### config.mk
export PLATFORM = sky130hd
export DESIGN_NAME = wb_arbiter_flat
export DESIGN_NICKNAME = d
export VERILOG_FILES = /design/src/rtl/wb_arbiter_if.sv /design/src/rtl/wb_arbiter.sv /design/src/flat_wrapper.sv
export SDC_FILE = /design/constraint.sdc
export NUM_CORES = 1
export LEC_CHECK = 0
export CAP_MARGIN = 20
export CORE_MARGIN = 1
export CORE_UTILIZATION = 50
export CTS_CLUSTER_SIZE = 20
export DETAILED_ROUTE_END_ITERATION = 7
export PLACE_DENSITY = 0.73
export SETUP_SLACK_MARGIN = 0.3
export SLEW_MARGIN = 40
export SYNTH_ARGS = -nofsm -noshare
export SYNTH_HDL_FRONTEND = slang
export SYNTH_SLANG_ARGS = --single-unit
### constraint.sdc
create_clock -name clk -period 5.45 [get_ports clk]
set_input_delay 0.8175 -clock clk [delete_from_list [all_inputs] [get_ports clk]]
set_output_delay 0.8175 -clock clk [all_outputs]
set_load 0.03 [all_outputs]
### src/rtl/wb_arbiter_if.sv
// Exception codes and the writeback arbiter port bundle.
// slave: arbiter side (src_* in; busy, wb_*, overflow out).
// master: execution units / ROB side.
`ifndef RobDepth
`define RobDepth 16
`endif

package wb_arbiter_pkg;
  typedef enum logic [3:0] {
    EXP_NONE         = 4'd0,
    EXP_I_MISS_ALIGN = 4'd1,
    EXP_I_ACC_FAULT  = 4'd2,
    EXP_ILL_INSN     = 4'd3,
    EXP_BREAK        = 4'd4,
    EXP_L_MISS_ALIGN = 4'd5,
    EXP_L_ACC_FAULT  = 4'd6,
    EXP_S_MISS_ALIGN = 4'd7,
    EXP_S_ACC_FAULT  = 4'd8,
    EXP_ECALL        = 4'd9
  } ExpCode_t;
endpackage

interface wb_arbiter_if #(
  parameter int SRC = 4,
  parameter int ROB = 4
);
  import wb_arbiter_pkg::*;

  localparam int EW = $bits(ExpCode_t);

  logic              flush_;
  logic [SRC-1:0]     src_e_;
  logic [SRC*ROB-1:0] src_rob_id;
  logic [SRC-1:0]     src_exp_;
  logic [SRC*EW-1:0]  src_exp_code;
  logic [SRC-1:0]     src_pred_miss_;
  logic [SRC-1:0]     src_jump_miss_;
  logic [SRC-1:0]     src_busy;
  logic               wb_e_;
  logic [ROB-1:0]     wb_rob_id;
  logic               wb_exp_;
  ExpCode_t           wb_exp_code;
  logic               wb_pred_miss_;
  logic               wb_jump_miss_;
  logic               overflow;

  modport master (
    output flush_, src_e_, src_rob_id,
    output src_exp_, src_exp_code,
    output src_pred_miss_, src_jump_miss_,
    input  src_busy, wb_e_, wb_rob_id,
    input  wb_exp_, wb_exp_code,
    input  wb_pred_miss_, wb_jump_miss_,
    input  overflow
  );

  modport slave (
    input  flush_, src_e_, src_rob_id,
    input  src_exp_, src_exp_code,
    input  src_pred_miss_, src_jump_miss_,
    output src_busy, wb_e_, wb_rob_id,
    output wb_exp_, wb_exp_code,
    output wb_pred_miss_, wb_jump_miss_,
    output overflow
  );
endinterface

### src/rtl/wb_arbiter.sv
// Writeback arbiter: per-source completion FIFOs, round-robin
// grant of one writeback per cycle to the ROB; flush empties all.
// Ports: clk, reset_ (async, active-low), bus (wb_arbiter_if.slave).
module wb_arbiter
  import wb_arbiter_pkg::*;
#(
  parameter int ROB_DEPTH  = `RobDepth,
  parameter int ROB        = $clog2(ROB_DEPTH),
  parameter int SRC        = 4,
  parameter int FIFO_DEPTH = 2
) (
  input logic         clk,
  input logic         reset_,
  wb_arbiter_if.slave bus
);

  localparam int EW = $bits(ExpCode_t);
  localparam int PW = $clog2(FIFO_DEPTH);
  localparam int CW = PW + 1;
  localparam int RW = $clog2(SRC);

  typedef struct packed {
    logic [ROB-1:0] rob_id;
    logic           exp_;
    ExpCode_t       exp_code;
    logic           pred_miss_;
    logic           jump_miss_;
  } ent_t;

  ent_t          mem_q [SRC][FIFO_DEPTH];
  ent_t          mem_d [SRC][FIFO_DEPTH];
  logic [PW-1:0] rp_q  [SRC];
  logic [PW-1:0] rp_d  [SRC];
  logic [PW-1:0] wp_q  [SRC];
  logic [PW-1:0] wp_d  [SRC];
  logic [CW-1:0] cnt_q [SRC];
  logic [CW-1:0] cnt_d [SRC];
  logic [RW-1:0] rr_q;
  logic [RW-1:0] rr_d;
  logic          ovf_q;
  logic          ovf_d;

  logic [SRC-1:0] full;
  logic [SRC-1:0] req;
  logic [SRC-1:0] push;
  logic [SRC-1:0] pop;
  logic [SRC-1:0] drop;
  ent_t           in_ent [SRC];
  logic           gnt_v;
  logic [RW-1:0]  gnt;
  logic           wb_v;
  ent_t           head;

  always_comb begin
    full = '0;
    req  = '0;
    push = '0;
    drop = '0;
    for (int i = 0; i < SRC; i++) begin
      full[i] = cnt_q[i] == CW'(FIFO_DEPTH);
      req[i]  = cnt_q[i] != '0;
      push[i] = !bus.src_e_[i] && bus.flush_ && !full[i];
      drop[i] = !bus.src_e_[i] && bus.flush_ && full[i];
      in_ent[i].rob_id     = bus.src_rob_id[i*ROB +: ROB];
      in_ent[i].exp_       = bus.src_exp_[i];
      in_ent[i].exp_code   =
        ExpCode_t'(bus.src_exp_code[i*EW +: EW]);
      in_ent[i].pred_miss_ = bus.src_pred_miss_[i];
      in_ent[i].jump_miss_ = bus.src_jump_miss_[i];
    end
  end

  // Scan from the farthest offset down so the offset closest
  // to rr_q is the last to overwrite, i.e. it wins.
  always_comb begin
    gnt_v = 1'b0;
    gnt   = rr_q;
    for (int k = SRC - 1; k >= 0; k--) begin
      if (req[(int'(rr_q) + k) % SRC]) begin
        gnt_v = 1'b1;
        gnt   = RW'((int'(rr_q) + k) % SRC);
      end
    end
  end

  assign wb_v = gnt_v && bus.flush_;
  assign head = mem_q[gnt][rp_q[gnt]];

  always_comb begin
    pop = '0;
    for (int i = 0; i < SRC; i++) begin
      pop[i] = wb_v && (gnt == RW'(i));
    end
  end

  always_comb begin
    bus.wb_e_         = 1'b1;
    bus.wb_rob_id     = '0;
    bus.wb_exp_       = 1'b1;
    bus.wb_exp_code   = EXP_NONE;
    bus.wb_pred_miss_ = 1'b1;
    bus.wb_jump_miss_ = 1'b1;
    if (wb_v) begin
      bus.wb_e_         = 1'b0;
      bus.wb_rob_id     = head.rob_id;
      bus.wb_exp_       = head.exp_;
      bus.wb_exp_code   = head.exp_code;
      bus.wb_pred_miss_ = head.pred_miss_;
      bus.wb_jump_miss_ = head.jump_miss_;
    end
  end

  assign bus.src_busy = full;
  assign bus.overflow = ovf_q;

  always_comb begin
    mem_d = mem_q;
    rp_d  = rp_q;
    wp_d  = wp_q;
    cnt_d = cnt_q;
    rr_d  = rr_q;
    ovf_d = ovf_q || (drop != '0);
    for (int i = 0; i < SRC; i++) begin
      if (push[i]) begin
        mem_d[i][wp_q[i]] = in_ent[i];
        wp_d[i] = wp_q[i] + PW'(1);
      end
      if (pop[i]) begin
        rp_d[i] = rp_q[i] + PW'(1);
      end
      cnt_d[i] = cnt_q[i] + CW'(push[i]) - CW'(pop[i]);
      if (!bus.flush_) begin
        rp_d[i]  = '0;
        wp_d[i]  = '0;
        cnt_d[i] = '0;
      end
    end
    if (wb_v) begin
      rr_d = (gnt == RW'(SRC - 1)) ? '0 : gnt + RW'(1);
    end
  end

  always_ff @(posedge clk or negedge reset_) begin
    if (!reset_) begin
      for (int i = 0; i < SRC; i++) begin
        rp_q[i]  <= '0;
        wp_q[i]  <= '0;
        cnt_q[i] <= '0;
        for (int j = 0; j < FIFO_DEPTH; j++) begin
          mem_q[i][j] <= '0;
        end
      end
      rr_q  <= '0;
      ovf_q <= 1'b0;
    end else begin
      mem_q <= mem_d;
      rp_q  <= rp_d;
      wp_q  <= wp_d;
      cnt_q <= cnt_d;
      rr_q  <= rr_d;
      ovf_q <= ovf_d;
    end
  end

endmodule

### src/flat_wrapper.sv
// flat-port wrapper written by rule: the top's interface ports become plain ports
module wb_arbiter_flat import wb_arbiter_pkg::*;
#(
  parameter int ROB_DEPTH  = `RobDepth,
  parameter int ROB        = $clog2(ROB_DEPTH),
  parameter int SRC        = 4,
  parameter int FIFO_DEPTH = 2
)
  (clk, reset_, bus_flush_, bus_src_e_, bus_src_rob_id, bus_src_exp_, bus_src_exp_code, bus_src_pred_miss_, bus_src_jump_miss_, bus_src_busy, bus_wb_e_, bus_wb_rob_id, bus_wb_exp_, bus_wb_exp_code, bus_wb_pred_miss_, bus_wb_jump_miss_, bus_overflow);
  wb_arbiter_if #(.SRC(SRC), .ROB(ROB)) bus_i ();
  input logic clk;
  input logic reset_;
  input wire logic [$bits(bus_i.flush_)-1:0] bus_flush_;
  input wire logic [$bits(bus_i.src_e_)-1:0] bus_src_e_;
  input wire logic [$bits(bus_i.src_rob_id)-1:0] bus_src_rob_id;
  input wire logic [$bits(bus_i.src_exp_)-1:0] bus_src_exp_;
  input wire logic [$bits(bus_i.src_exp_code)-1:0] bus_src_exp_code;
  input wire logic [$bits(bus_i.src_pred_miss_)-1:0] bus_src_pred_miss_;
  input wire logic [$bits(bus_i.src_jump_miss_)-1:0] bus_src_jump_miss_;
  output wire logic [$bits(bus_i.src_busy)-1:0] bus_src_busy;
  output wire logic [$bits(bus_i.wb_e_)-1:0] bus_wb_e_;
  output wire logic [$bits(bus_i.wb_rob_id)-1:0] bus_wb_rob_id;
  output wire logic [$bits(bus_i.wb_exp_)-1:0] bus_wb_exp_;
  output wire logic [$bits(bus_i.wb_exp_code)-1:0] bus_wb_exp_code;
  output wire logic [$bits(bus_i.wb_pred_miss_)-1:0] bus_wb_pred_miss_;
  output wire logic [$bits(bus_i.wb_jump_miss_)-1:0] bus_wb_jump_miss_;
  output wire logic [$bits(bus_i.overflow)-1:0] bus_overflow;
  assign bus_i.flush_ = bus_flush_;
  assign bus_i.src_e_ = bus_src_e_;
  assign bus_i.src_rob_id = bus_src_rob_id;
  assign bus_i.src_exp_ = bus_src_exp_;
  assign bus_i.src_exp_code = bus_src_exp_code;
  assign bus_i.src_pred_miss_ = bus_src_pred_miss_;
  assign bus_i.src_jump_miss_ = bus_src_jump_miss_;
  assign bus_src_busy = bus_i.src_busy;
  assign bus_wb_e_ = bus_i.wb_e_;
  assign bus_wb_rob_id = bus_i.wb_rob_id;
  assign bus_wb_exp_ = bus_i.wb_exp_;
  assign bus_wb_exp_code = bus_i.wb_exp_code;
  assign bus_wb_pred_miss_ = bus_i.wb_pred_miss_;
  assign bus_wb_jump_miss_ = bus_i.wb_jump_miss_;
  assign bus_overflow = bus_i.overflow;
  wb_arbiter #(.ROB_DEPTH(ROB_DEPTH), .ROB(ROB), .SRC(SRC), .FIFO_DEPTH(FIFO_DEPTH)) u_core (.clk(clk), .reset_(reset_), .bus(bus_i));
endmodule
# == After elaboration in Yosys (flattened, before gate mapping) ==
# Index checks and enable logic that the tools add are counted.
# op_classes
addsub,20
n_lt_le_gt_ge,14
eq_ne,15
n_mux,67
bitwise_logic,9
n_reduce_logical,39
# ops
operator,count
bitwise mux 22 bit,4
two-way mux 11 bit,7
binary-select mux 22 bit (select 2 bit),1
demux 11 bit (select 1 bit),4
two-way mux 22 bit,2
two-way mux 1 bit,33
logical AND 1 bit,21
two-way mux 2 bit,9
!= test 2 x 1 -> 1 bit (second input constant),8
equality test 2 bit (second input constant),6
< comparator 3 x 4 -> 1 bit (second input constant),3
binary-select mux 1 bit (select 2 bit),5
>= comparator 2 bit (second input constant),5
inverter 1 -> 2 bit,5
adder 1 bit (second input constant),8
adder 2 x 1 -> 2 bit,4
zero test 1 bit,8
< comparator 2 x 1 -> 1 bit (second input constant),4
two-way mux 4 bit,2
nonzero test 2 bit,4
subtractor 2 x 1 -> 2 bit,4
OR reduction 2 bit,3
adder 2 x 1 -> 2 bit (second input constant),2
adder 2 bit (second input constant),2
8 further kinds,10
# totals
regBits,107
inputBits,51
output_inout_bits,17
word_cells,218

# == Longest topological paths before layout ==
# Gate-level depths: netlist (run 1).
# depth
word_depth,19
mapped_depth,14
mapped_depth_nobuf,13

# == Worst setup path after synthesis (run 1) ==
# OpenSTA, ideal clock, no wires.
# synth_timing
path_type,register to output
start,register u_core.cnt_q[0] (netlist name)
end,output bus_wb_exp_
t_arrival_ns,2.640
required_time_ns,4.633
path_slack_ns,1.992
path_stages_with_launch,7
n_path_buf,1
cell_sequence,dfrtp_1 -> or4_1 -> o211a_1 -> a211oi_4 -> buf_2 -> mux2_2 -> a22oi_1
# synth_between
elab_chain_len,17
word_cells_on_any_way,33
cone_classes,mux (29); bitwise (2); reduce/logical (2)
# synth_lines
element,line_no,text
"start, declared",wb_arbiter.sv:36,logic [CW-1:0] cnt_q [SRC];
"start signal, assigned",wb_arbiter.sv:159,cnt_q <= cnt_d;
nonzero test 2 bit *,wb_arbiter.sv:61,req[i] = cnt_q[i] != '0;
binary-select mux 1 bit (select 2 bit),wb_arbiter.sv:79,if (req[(int'(rr_q) + k) % SRC]) begin
two-way mux 1 bit (not written as such) (2 in a row),wb_arbiter.sv:79,
two-way mux 2 bit (4 in a row),wb_arbiter.sv:79,
inverter 2 -> 3 bit (not written as such),wb_arbiter.sv:87,assign head = mem_q[gnt][rp_q[gnt]];
binary-select mux 1 bit (select 2 bit),wb_arbiter.sv:87,
two-way mux 1 bit (not written as such) (2 in a row),wb_arbiter.sv:87,
inverter 1 -> 2 bit (not written as such),wb_arbiter.sv:87,
two-way mux 11 bit (not written as such) (3 in a row),wb_arbiter.sv:87,
two-way mux 1 bit *,wb_arbiter.sv:103,if (wb_v) begin
"end, declared",flat_wrapper.sv:23,output wire logic [$bits(bus_i.wb_exp_)-1:0] bus_wb_exp_;
# Mark *: on every way between the ends. The rest lies on a longest branch, timed or not. The select of a mux whose other input is x is not followed.

# == Worst setup path in the final report (run 1) ==
# layout_timing
start,register u_core.cnt_q[0] (netlist name)
end,output bus_wb_pred_miss_
# layout_between
elab_chain_len,17
word_cells_on_any_way,33
cone_classes,mux (29); bitwise (2); reduce/logical (2)
# layout_lines
element,line_no,text
nonzero test 2 bit *,wb_arbiter.sv:61,
binary-select mux 1 bit (select 2 bit),wb_arbiter.sv:79,
two-way mux 1 bit (not written as such) (2 in a row),wb_arbiter.sv:79,
two-way mux 2 bit (4 in a row),wb_arbiter.sv:79,
inverter 2 -> 3 bit (not written as such),wb_arbiter.sv:87,
binary-select mux 1 bit (select 2 bit),wb_arbiter.sv:87,
two-way mux 1 bit (not written as such) (2 in a row),wb_arbiter.sv:87,
inverter 1 -> 2 bit (not written as such),wb_arbiter.sv:87,
two-way mux 11 bit (not written as such) (3 in a row),wb_arbiter.sv:87,
two-way mux 1 bit *,wb_arbiter.sv:103,
"end, declared",flat_wrapper.sv:25,output wire logic [$bits(bus_i.wb_pred_miss_)-1:0] bus_wb_pred_miss_;
# Marked as above.

==> load_flow_metrics.sql, run 1 <==
INSERT INTO impl_metrics (metric_group, metric, value, unit) VALUES
('grt', 'maximum_number_of_pins_on_one_net_before_global_route_repair', '58', ''),
('clock_network', 'insertion_delay', '370', 'ps'),
('drt', 'drt-total-wl', '11.0', 'mm'),
('worst_setup_path', 'setup.worst_path.end_class', 'primary output', ''),
('logic_synthesis', 'synth_top_cell_by_area', 'dfrtp_1', ''),
('logic_synthesis', 'syn-mean-instance-area', '12.4', 'sq um'),
('drt', 'avgViaCountPerCell', '5.50', ''),
('layout', 'antennaDiodeCount', '0', ''),
('placement', 'globalplace.congestion', '0.836', ''),
('drt', 'wl_per_cell', '17.4', 'microns'),
('drt', 'detailed_routing_iteration_count_for_the_pre_antenna_repair_pass', '4', ''),
('logic_synthesis', 'postSynth.topFlopCell', 'dfrtp_1', ''),
('logic_synthesis', 'synth_nets', '490', ''),
('layout', 'drive_gt1_share', '27.1', '%'),
('floorplanning', 'floorplan.die.width', '105', 'microns'),
('clock_network', 'numCtsBuffers', '9', ''),
('sta', 'timing.setup.tns', '0', 'ps'),
('drt', 'detailroute.via_count', '3468', ''),
('clock_network', 'clock_tree_from_tritoncts', 'built', ''),
('placement', 'port_buffers', '67', ''),
('run_status', 'run_status', 'completed', ''),
('logic_synthesis', 'synth.area.top_cells', 'dfrtp_1 50%, mux2_2 22%, mux2i_1 6.9%', ''),
('layout', 'design_area', '0.00635', 'sq mm'),
('worst_setup_path', 'timing.rr.start', 'u_core.cnt_q[0]', ''),
('sta', 'worstMarginPinSlew', '823', 'ps'),
('sta', 'final_hold_violation_count', '0', ''),
('worst_setup_path', 'timing.critical_path.max_delay_family', 'compound AO/OA/AOI/OAI gates', ''),
('drt', 'drt_first_iter_violations', '119', ''),
('pwr', 'power_leakage', '0.00270', 'uW'),
('sta', 'maxSlewHeadroom', '44.9', '%'),
('logic_synthesis', 'syn_area', '0.00533', 'sq mm'),
('clock_network', 'clock_tree.htree_level_count', '3', ''),
('clock_network', 'path_clk_slew', '100', 'ps'),
('clock_network', 'cts_num_sinks', '107', ''),
('sta', 'period_needed', '4710', 'ps'),
('pwr', 'vdd_ir_drop_max', '0.000483', 'V'),
('floorplanning', 'dieArea', '0.0111', 'sq mm'),
('logic_synthesis', 'synthesis.instances', '430', ''),
('grt', 'grt_pass1_vias', '3645', ''),
('layout', 'top_library_cells_by_usage_in_the_layout_fill_and_taps_aside', '107 x dfrtp_1, 103 x mux2_2, 66 x clkdlybuf4s50_1, 37 x mux2i_1, 25 x nor2_1', ''),
('layout', 'fin_util', '61.5', '%'),
('min_path', 'hold_path.class', 'in2async', ''),
('drt', 'postRouteAntennaNets', '0', ''),
('layout', 'leading_cell_type_in_the_layout_fill_and_taps_excluded', 'dfrtp_1', ''),
('sta', 'clock_skew', '8.55', 'ps'),
('sta', 'hold-worst-slack', '461', 'ps'),
('logic_synthesis', 'synth_seq_cells', '107', ''),
('floorplanning', 'chipHeight', '105', 'microns'),
('sta', 'maxClockFrequency', '0.212', 'GHz'),
('grt', 'antenna_found_initial', '0', ''),
('logic_synthesis', 'synth_seq_area_share', '50.2', '%'),
('worst_setup_path', 'timing.critical_path.cells', 'or4_1, o211a_1, a211oi_4, inv_4, o211ai_1, a21oi_1, a22oi_1, clkdlybuf4s50_1', ''),
('clock_network', 'clk_path_buf_depth', '2', ''),
('floorplanning', 'row_count', '37', ''),
('floorplanning', 'initial_utilization', '51.7', '%'),
('sta', 'setup_repair_after_global_routing_missed_its_margin', 'no', ''),
('clock_network', 'post_cts_setup_repair_buffer_count', '0', ''),
('sta', 'final_max_slew_viol_count', '0', ''),
('worst_setup_path', 'timing.setup.critical_path_class', 'reg2out', ''),
('placement', 'post-dp-hpwl', '8.16', 'mm'),
('placement', 'dpl_worst_slack', '1180', 'ps'),
('logic_synthesis', 'synth-edff-count', '0', ''),
('layout', 'final_net_count', '550', ''),
('logic_synthesis', 'synth_cell_types', '39', ''),
('run', 'max_cap_viol_count', '0', ''),
('worst_setup_path', 'timing.critical_path.from', 'u_core.cnt_q[0]', ''),
('clock_network', 'holdBufCountCts', '0', ''),
('grt', 'grt_use_total', '21.5', '%'),
('grt', 'grt-ovfl-total', '0', ''),
('worst_setup_path', 'cp_slowest_cell', 'clkdlybuf4s50_1', ''),
('layout', 'syn2layout_area_growth', '19.0', '%');
registers in the layout, indices dropped and copies added, names as in the netlist:
register,count
u_core.mem_q,88
u_core.bus.overflow,1
u_core.wp_q,4
u_core.rp_q,4
u_core.cnt_q,8
u_core.rr_q,2
worst register-to-register path, delay by kind of cell, from the launching register on:
kind,cells,cell delay (ps)
flops,1,450
buf+inv,3,370
fa+ha+maj,3,730
simple gates,3,790
xor+xnor,2,250
compound gates,2,910
per-layer routing:
metal | vias up | track usage, % | wire (microns)
met1 | 1750 | 28.6 | 5000
met5 | - | 0 | 0
met3 | 15 | 3.46 | 322
li1 | 1626 | - | -
met2 | 77 | 35.5 | 5410
met4 | 0 | 8.15 | 214
per-stage QoR:
stage	power, uW	std cells
final	3950	631
after global routing	4220	631
after global placement	3340	615
after CTS	3980	631
after detailed placement	3430	615
after floorplan	2840	430
kinds of logic after synthesis:
logic type / share of synthesized area [%]
AO/OA/AOI/OAI: 6.01
multiplexers: 28.7
AND/OR/NAND/NOR: 7.84
XOR/XNOR: 2.46
adder cells (fa/ha/maj): 2.11
buffers and inverters: 2.67
flip-flops: 50.2
final timing paths:
check,depth (start not counted),slack (ps),to
max,8,740,bus_wb_pred_miss_
min,1,460,u_core.mem_q[65]
max reg2reg,13,1850,u_core.cnt_q[1]
min reg2reg,1,480,u_core.bus.overflow
max in group asynchronous,2,3810,u_core.mem_q[0]
min in group clk,1,480,u_core.bus.overflow
synthesized netlist by cell type, types with 2 or more instances:
cell and instances:
nor2_1 25, and2_1 19, xor2_1 5, buf_1 7, buf_2 4, o2111ai_1 2
mux2i_1 37, o211ai_1 10, nor3_4 2, ha_1 9, nor2b_1 12, clkbuf_1 9
inv_1 12, a21oi_1 9, a22oi_1 3, mux2_2 103, nand2_1 15, xnor2_1 10
or4_1 2, dfrtp_1 107, o21ai_0 10
final cells by class:
class	count	area (sq um)
Clock buffer	9	124
Clock inverter	7	98.8
Fill cell	825	3980
Inverter	14	55.1
Multi-Input combinational cell	288	2530
Sequential cell	107	2680
Tap cell	136	170
Timing Repair Buffer	70	691
power by group:
group,switching (uW),total (uW),internal (uW)
Sequential,238,1390,1150
Clock,283,547,264
Combinational,1050,2020,966
(Power assumes the default switching activity.)
==> run 2, diff against run 1 <==
- GPL_TIMING_DRIVEN: not set -> 0
- PLACE_DENSITY: 0.73 -> 0.79
==> load_flow_metrics.sql, run 2 (synthesized netlist as in run 1, its figures left out) <==
INSERT INTO impl_metrics (metric_group, metric, value, unit) VALUES
('sta', 'timing.setup.tns', '0', 'ps'),
('placement', 'post_dp_cell_area', '0.00621', 'sq mm'),
('drt', 'drt_first_iter_violations', '160', ''),
('layout', 'largest_register_ffs', '88', ''),
('clock_network', 'post_cts_setup_repair_buffer_count', '0', ''),
('drt', 'detailed_routing_iteration_count_for_the_pre_antenna_repair_pass', '4', ''),
('layout', 'leading_cell_type_in_the_layout_fill_and_taps_excluded', 'dfrtp_1', ''),
('layout', 'top_library_cells_by_usage_in_the_layout_fill_and_taps_aside', '107 x dfrtp_1, 103 x mux2_2, 66 x clkdlybuf4s50_1, 37 x mux2i_1, 25 x nor2_1', ''),
('layout', 'multiInputGateArea', '0.00252', 'sq mm'),
('floorplanning', 'initial_utilization', '51.7', '%'),
('clock_network', 'insertion_delay', '370', 'ps'),
('layout', 'design_area', '0.00642', 'sq mm'),
('worst_setup_path', 'timing.setup.critical_path_class', 'reg2out', ''),
('clock_network', 'cts_num_sinks', '107', ''),
('clock_network', 'numCtsBuffers', '9', ''),
('grt', 'grt-ovfl-total', '0', ''),
('sta', 'maxSlewHeadroom', '53.6', '%'),
('pwr', 'power_leakage', '0.00273', 'uW'),
('floorplanning', 'chipHeight', '105', 'microns'),
('placement', 'globalplace.congestion', '0.843', ''),
('sta', 'clock_skew', '7.29', 'ps'),
('layout', 'antennaDiodeCount', '0', ''),
('layout', 'drive_gt1_share', '25.9', '%'),
('floorplanning', 'floorplan.die.width', '105', 'microns'),
('worst_setup_path', 'timing.critical_path.required', '4630', 'ps'),
('floorplanning', 'coreArea', '0.0103', 'sq mm'),
('worst_setup_path', 'timing.rr.end', 'u_core.cnt_q[1]', ''),
('layout', 'filler_cell_count', '792', ''),
('clock_network', 'path_clk_slew', '100', 'ps'),
('floorplanning', 'row_count', '37', ''),
('run', 'max_cap_viol_count', '0', ''),
('sta', 'final_max_slew_viol_count', '0', ''),
('sta', 'period_share', '84.3', '%'),
('pwr', 'vdd_ir_drop_max', '0.000477', 'V'),
('drt', 'drt-total-wl', '11.5', 'mm'),
('floorplanning', 'io-pin-count', '68', ''),
('drt', 'detailroute.via_count', '3577', ''),
('pwr', 'power.density', '627', 'mW/mm^2'),
('clock_network', 'clock_tree.root_cell', 'clkbuf_8', ''),
('grt', 'maximum_number_of_pins_on_one_net_before_global_route_repair', '56', ''),
('worst_setup_path', 'worst-r2r-cell-count', '14', ''),
('sta', 'final.setup.worst_slack', '854', 'ps'),
('worst_setup_path', 'start_kind', 'flip-flop', ''),
('clock_network', 'post_cts.resized_instances', '0', ''),
('sta', 'final_hold_violation_count', '0', ''),
('placement', 'placed_cells_incl_taps', '634', ''),
('sta', 'maxClockFrequency', '0.218', 'GHz'),
('layout', 'final_net_count', '569', ''),
('clock_network', 'holdBufCountCts', '0', ''),
('sta', 'period_needed', '4600', 'ps'),
('clock_network', 'clock_tree_from_tritoncts', 'built', ''),
('drt', 'route.detailed.drc', '0', ''),
('grt', 'grt_use_total', '21.9', '%'),
('grt', 'grt_pass1_vias', '3742', ''),
('floorplanning', 'dieArea', '0.0111', 'sq mm'),
('layout', 'syn2layout_area_growth', '20.5', '%'),
('drt', 'avgViaCountPerCell', '5.50', ''),
('sta', 'hold-worst-slack', '336', 'ps'),
('sta', 'timing.final.setup_violations', '0', ''),
('grt', 'wire_length_of_the_first_global_routing_pass', '18.7', 'mm'),
('run_status', 'run_status', 'completed', ''),
('layout', 'top_regs', 'u_core.mem_q x88, u_core.cnt_q x8', ''),
('worst_setup_path', 'setup.worst_path.end_class', 'primary output', ''),
('sta', 'worstMarginPinSlew', '696', 'ps'),
('layout', 'register_area', '0.00268', 'sq mm'),
('worst_setup_path', 'worst-path-max-fanout', '10', ''),
('worst_setup_path', 'ff2ff_setup_slack', '1940', 'ps'),
('layout', 'stdcell_count', '650', ''),
('placement', 'post-dp-hpwl', '8.53', 'mm'),
('worst_setup_path', 'timing.rr.start', 'u_core.cnt_q[0]', ''),
('grt', 'antenna_found_initial', '0', ''),
('worst_setup_path', 'cp.arrival', '3780', 'ps'),
('min_path', 'hold_path.class', 'in2async', ''),
('layout', 'top_register', 'u_core.mem_q', ''),
('drt', 'postRouteAntennaNets', '0', ''),
('sta', 'setup_repair_after_global_routing_missed_its_margin', 'no', ''),
('drt', 'wl_per_cell', '17.7', 'microns'),
('placement', 'port_buffers', '67', ''),
('placement', 'dpl_worst_slack', '1110', 'ps'),
('clock_network', 'clk_path_buf_depth', '2', ''),
('clock_network', 'clock_tree.htree_level_count', '3', '');
run 2: cell types whose count changed in the layout (fill, tap and decap cells not counted), sizes merged:
| cell | previous run | this run |
|---|---|---|
| inv | 17 | 15 |
| clkinv | 2 | 3 |
| clkbuf | 9 | 19 |
| buf | 4 | 14 |
run 2: how the worst max path moves through the flow:
stage	startpoint	end	cells past startpoint
2_1_floorplan	u_core.cnt_q[0]	bus_wb_exp_	6
3_3_place_gp	reset_	u_core.mem_q[71]	1
3_5_place_dp	bus_flush_	bus_wb_rob_id[2]	6
4_1_cts	u_core.cnt_q[0]	bus_wb_exp_	7
5_1_grt	u_core.cnt_q[0]	bus_wb_exp_	7
6_report	u_core.cnt_q[0]	bus_wb_exp_	7
run 2: where the power goes:
| part | switching, uW | leakage, uW | total [uW] | internal, uW |
|---|---|---|---|---|
| registers | 214 | 0.00129 | 1360 | 1150 |
| logic | 1130 | 0.00133 | 2130 | 999 |
| clock network | 274 | 0.000111 | 534 | 260 |
| total | 1620 | 0.00273 | 4030 | 2410 |
run 2: worst max-delay path, stage by stage (launching register included):
cell	delay (ps)
dfrtp_1	460
or4_1	600
o211a_1	260
a211oi_4	440
buf_2	330
mux2_2	360
a22oi_1	240
clkdlybuf4s50_1	730
run 2: per-layer routing:
| metal | share of wire (%) | vias up | GRT usage [%] |
|---|---|---|---|
| met5 | 0 | - | 0 |
| li1 | - | 1665 | - |
| met3 | 3.2 | 25 | 2.78 |
| met2 | 49 | 76 | 36.0 |
| met1 | 45 | 1811 | 29.1 |
| met4 | 2.7 | 0 | 10.3 |
run 2: area by class of cell:
| class | count | area share (%) |
|---|---|---|
| Clock buffer | 10 | 1.99 |
| Sequential cell | 107 | 41.7 |
| Inverter | 14 | 0.857 |
| Timing Repair Buffer | 68 | 10.9 |
| Tap cell | 136 | 2.65 |
| Multi-Input combinational cell | 288 | 39.2 |
| Buffer | 21 | 1.36 |
| Clock inverter | 6 | 1.36 |
run 2: through the flow:
stage	power (uW)	utilization, %
after floorplan	2840	-
after CTS	4030	62.2
after global routing	4290	62.2
after global placement	3400	59.8
final	4030	62.2
after detailed placement	3500	60.1
